File: src/rtl/demux_rr_scheduler.sv
// demux_rr_scheduler: round-robin burst scheduler in front of a 2-bit-select 1:4 Demux.
// Accepts a valid/ready word stream and holds one word until its channel is ready.
// Optional macro DEMUX_SCHED_CNT_EN adds saturating per-channel transfer counters on cnt_flat.
module demux_rr_scheduler #(
    parameter int unsigned DATA_W    = 8,
    parameter int unsigned BURST_LEN = 1
) (
    input  logic              clk,
    input  logic              rst,
    input  logic              in_valid,
    input  logic [DATA_W-1:0] in_data,
    output logic              in_ready,
    input  logic [3:0]        ch_en,
    input  logic [3:0]        out_ready,
    output logic [3:0]        out_valid,
    output logic [DATA_W-1:0] out_data,
    output logic [1:0]        sel,
    output logic              demux_in,
    output logic              busy,
    output logic [63:0]       cnt_flat
);

    localparam logic [8:0] BurstLen9 = 9'(BURST_LEN);

    logic              hold_valid_q, hold_valid_d;
    logic [DATA_W-1:0] hold_data_q, hold_data_d;
    logic [1:0]        hold_dst_q, hold_dst_d;
    logic [1:0]        ptr_q, ptr_d;
    logic [7:0]        burst_cnt_q, burst_cnt_d;

    logic       pick_ok;
    logic [1:0] pick;
    logic       xfer;
    logic       accept;
    logic [8:0] cnt_inc;

    // Channel choice: first enabled channel at or after ptr, wrapping mod 4.
    always_comb begin
        pick = ptr_q;
        // Walk downwards so the smallest offset from ptr wins.
        for (int k = 3; k >= 0; k--) begin
            if (ch_en[ptr_q + 2'(k)]) begin
                pick = ptr_q + 2'(k);
            end
        end
    end

    assign pick_ok  = |ch_en;
    assign xfer     = hold_valid_q & out_ready[hold_dst_q];
    assign in_ready = pick_ok & (~hold_valid_q | out_ready[hold_dst_q]);
    assign accept   = in_valid & in_ready;
    assign cnt_inc  = {1'b0, burst_cnt_q} + 9'd1;

    // Next-state for the holding register, pointer and burst counter.
    always_comb begin
        hold_valid_d = hold_valid_q;
        hold_data_d  = hold_data_q;
        hold_dst_d   = hold_dst_q;
        ptr_d        = ptr_q;
        burst_cnt_d  = burst_cnt_q;
        if (accept) begin
            hold_valid_d = 1'b1;
            hold_data_d  = in_data;
            hold_dst_d   = pick;
            if (pick != ptr_q) begin
                // A skip restarts the burst on the newly picked channel.
                if (BURST_LEN == 1) begin
                    ptr_d       = pick + 2'd1;
                    burst_cnt_d = 8'd0;
                end else begin
                    ptr_d       = pick;
                    burst_cnt_d = 8'd1;
                end
            end else if (cnt_inc == BurstLen9) begin
                ptr_d       = pick + 2'd1;
                burst_cnt_d = 8'd0;
            end else begin
                burst_cnt_d = cnt_inc[7:0];
            end
        end else if (xfer) begin
            hold_valid_d = 1'b0;
        end
    end

    // State registers with synchronous reset.
    always_ff @(posedge clk) begin
        if (rst) begin
            hold_valid_q <= 1'b0;
            hold_data_q  <= '0;
            hold_dst_q   <= 2'd0;
            ptr_q        <= 2'd0;
            burst_cnt_q  <= 8'd0;
        end else begin
            hold_valid_q <= hold_valid_d;
            hold_data_q  <= hold_data_d;
            hold_dst_q   <= hold_dst_d;
            ptr_q        <= ptr_d;
            burst_cnt_q  <= burst_cnt_d;
        end
    end

    // Output decode; sel encoding is fixed by the Demux wiring.
    always_comb begin
        out_valid = 4'b0000;
        if (hold_valid_q) begin
            out_valid[hold_dst_q] = 1'b1;
        end
    end

    assign out_data = hold_data_q;
    assign sel      = {~hold_dst_q[0], ~hold_dst_q[1]};
    assign demux_in = hold_valid_q;
    assign busy     = hold_valid_q;

`ifdef DEMUX_SCHED_CNT_EN
    logic [15:0] cnt_q [4];
    logic [15:0] cnt_d [4];

    // Saturating per-channel output transfer counters.
    always_comb begin
        for (int i = 0; i < 4; i++) begin
            cnt_d[i] = cnt_q[i];
            if (xfer && (hold_dst_q == 2'(i)) && (cnt_q[i] != 16'hFFFF)) begin
                cnt_d[i] = cnt_q[i] + 16'd1;
            end
        end
    end

    // Counter registers with synchronous reset.
    always_ff @(posedge clk) begin
        for (int i = 0; i < 4; i++) begin
            if (rst) begin
                cnt_q[i] <= 16'd0;
            end else begin
                cnt_q[i] <= cnt_d[i];
            end
        end
    end

    // Pack counters, channel i at bits [16i+15:16i].
    always_comb begin
        cnt_flat = '0;
        for (int i = 0; i < 4; i++) begin
            cnt_flat[16*i +: 16] = cnt_q[i];
        end
    end
`else
    assign cnt_flat = 64'd0;
`endif

endmodule

File: config.mk
export PLATFORM = sky130hd
export DESIGN_NAME = demux_rr_scheduler
export DESIGN_NICKNAME = d
export VERILOG_FILES = /design/src/rtl/demux_rr_scheduler.sv
export SDC_FILE = /design/constraint.sdc
export NUM_CORES = 1
export LEC_CHECK = 0
export CELL_PAD_IN_SITES_DETAIL_PLACEMENT = 1
export CELL_PAD_IN_SITES_GLOBAL_PLACEMENT = 1
export CORE_ASPECT_RATIO = 1.2
export CORE_MARGIN = 1
export CORE_UTILIZATION = 26
export CTS_CLUSTER_SIZE = 28
export DETAILED_ROUTE_END_ITERATION = 10
export PLACE_DENSITY_LB_ADDON = 0.1
export SYNTH_ARGS = -nofsm -noshare
export SYNTH_HDL_FRONTEND = slang
export SYNTH_SLANG_ARGS = --single-unit
File: constraint.sdc
create_clock -name clk -period 2.2 [get_ports clk]
set_input_delay 0.44 -clock clk [delete_from_list [all_inputs] [get_ports clk]]
set_output_delay 0.44 -clock clk [all_outputs]
set_load 0.01 [all_outputs]
==> results.yml <==
critical_path:
  end_kind: "primary output"
  cp_top_family: "buffers and inverters"
  worstPathRequired_ps: 1760
  critPathBufInv: 2
  path_class: "primary input to primary output"
  worstPathArrival_ps: 1650
  critPathMaxStageDelay_ps: 500
  crit_chain: "clkdlybuf4s50_1 -> mux4_2 -> nor2_4 -> nor2b_1 -> clkbuf_2"
  crit_path_start_kind: "primary input"
  reg2regPathDepth: 10
  cp_num_cells: 5
  crit_slowest_cell: "mux4_2"
  crit_fanout: 2
hold_path:
  hp-class: "register to register"
  hold_path_depth: 2
floorplan:
  die_area_sq_um: 7070
  ios: 100
  die_x_um: 76.9
  core_area_sq_um: 6490
  row_count: 32
  die_h_um: 91.9
  initial_core_util: 0.270
clock_network:
  clk_pin_slew_worst_paths_ps: 80
  cts_buffer_depth: 2
  clock-sinks: 21
  clk_latency_ps: 260
  root_buffer: "clkbuf_8"
  tritoncts: "done"
  ctsHtreeMaxLevel: 1
  hold_buffers: 0
  cts_buffers: 3
global_routing:
  global_route.usage.total: 0.120
  grt_max_degree: 26
  grt_pass1_vias: 1372
  grt_first_pass_wirelength_mm: 6.73
  grt-ovfl-total: 0
  antenna_found_initial: 0
power:
  peakVddDrop_mv: 0.180
  p_per_area_nw_per_um2: 475
  p_leak_nw: 0.869
  fin_total_pwr_mw: 0.997
route:
  viasPerCell: 4.21
  wirelength_mm: 4.20
  wl_per_cell_um: 11.7
  drcViolationCount: 0
  vias: 1513
  ant_nets: 0
  firstDrtPassIters: 4
  drt_iter0_drc: 46
cells_and_area:
  final_nets: 296
  n_antenna_cell: 0
  multi_input_area_sq_um: 997
  syn2layout_area_growth_pct: 19.9
  final_cell_mix: "64 x conb_1, 30 x clkdlybuf4s50_1, 29 x nand2_1, 23 x a21oi_1, 21 x dfxtp_1"
  seq_area_sq_um: 420
  fill_cells: 848
  drive_gt1_frac: 0.128
  layout_commonest_cell: "conb_1"
synth:
  synth-seq-cells: 21
  ys_warn_count: 0
  yosysSeqAreaShare: 0.240
  synth_cell_types: 47
  async_reset_ff_frac: 0
  ys.flop_type: "dfxtp_1"
  synth.avg_cell_area_sq_um: 7.61
  syn_area_sq_um: 1750
  synth_edf_count: 0
  synth.top_cells.by_area: "buf_4 28%, dfxtp_1 24%, a21oi_1 6.6%, nand2_1 6.2%, inv_1 2.6%"
  yosys.area.top_type: "buf_4"
  synth_top_area_share: 0.279
  synthCells: 230
run:
  max-cap-violations: 0
sta:
  rsz0062_at_grt: "no"
  drv_slew: 0
  period_share: 0.951
  timing.setup.tns_ps: 0
  hold_viol: 0
  finalSetupViolCount: 0
  min_period_ps: 2090
  skew_ps: 1.57
  max_freq_mhz: 478
placement:
  gp_congestion: 0.722
  dp_hpwl_mm: 3.19
  portBuffers: 35
status:
  status: "complete, no violations"
==> worst register-to-register path: stages (launching register included) <==
cell and delay (ps):
dfxtp_1 330, buf_4 160, inv_1 70, ha_1 150, nor4b_1 260, inv_1 120, o32ai_2 330, buf_4 160
buf_4 90, a21oi_1 50, a211oi_1 220
==> worst paths after layout <==
check,from,to,slack [ps]
setup / recovery,out_ready[2],in_ready,110
hold / removal,out_data[6]$_SDFFE_PP0P_,out_data[6]$_SDFFE_PP0P_,460
setup reg to reg,burst_cnt_q[0]$_SDFFE_PP0P_,ptr_q[0]$_SDFFE_PP0P_,180
hold reg to reg,out_data[6]$_SDFFE_PP0P_,out_data[6]$_SDFFE_PP0P_,460
==> sequential cells by signal, indices dropped and copies added, names as in the netlist <==
| signal | flops |
|---|---|
| busy | 1 |
| ptr_q | 2 |
| burst_cnt_q | 8 |
| hold_dst_q | 2 |
| out_data | 8 |
==> report_power, final <==
group | internal (mW) | switching, mW | total (mW)
clock | 0.126 | 0.137 | 0.263
combinational | 0.140 | 0.177 | 0.318
sequential | 0.399 | 0.0172 | 0.416
total | 0.665 | 0.331 | 0.997
==> Yosys cell counts (all sizes together), types with 3 or more instances <==
master	count
buf	67
nand2	29
a21oi	23
dfxtp	21
inv	13
nor2	9
clkbuf	8
nand3	7
nor3	4
o22ai	4
or4	4
a31oi	3
or3	3
==> through the flow <==
stage          instance area [sq um]  instances  worst slack [ps]  hold slack [ps]   util
6_report                        2100        359               108              456  0.324
5_1_grt                         2100        359              17.8              479  0.324
4_1_cts                         2100        359             -17.2              462  0.323
3_5_place_dp                    2040        354              -418              451  0.315
3_3_place_gp                    2040        354              -409              441  0.315
2_1_floorplan                   1990        293               123              479      -
==> layout make-up <==
type                       instances  share of cell area
clock buffer                       3              0.0197
clock inverter                     1             0.00238
inverter                          13              0.0232
multi-input combinational        184               0.475
sequential                        21               0.200
tap                               85              0.0507
timing repair buffer              52               0.229
==> metal layers <==
| layer | global-route usage | vias up | part of all wire |
|---|---|---|---|
| met5 | 0 | - | 0 |
| met1 | 0.144 | 725 | 0.42 |
| met4 | 0.0433 | 0 | 0.010 |
| met2 | 0.214 | 42 | 0.53 |
| li1 | - | 744 | - |
| met3 | 0.0179 | 2 | 0.040 |
==> repair_timing <==
item | CTS | global route
pin swaps | 3 | 1
gates resized for setup | 7 | 4
setup buffers | 1 | 0
setup endpoints to repair | 6 | 2
endpoints found under the hold margin | 0 | 0
==> logic make-up after synthesis <==
kind of cell               synth area share
buffers and inverters                 0.333
other                               0.00214
and+or+nand+nor                       0.200
adders and majority gates            0.0143
xor gates and xnor gates            0.00500
muxes                                0.0129
DFF                                   0.240
AOI/OAI and AO/OA                     0.192
Power figures use the tool's default switching activity.
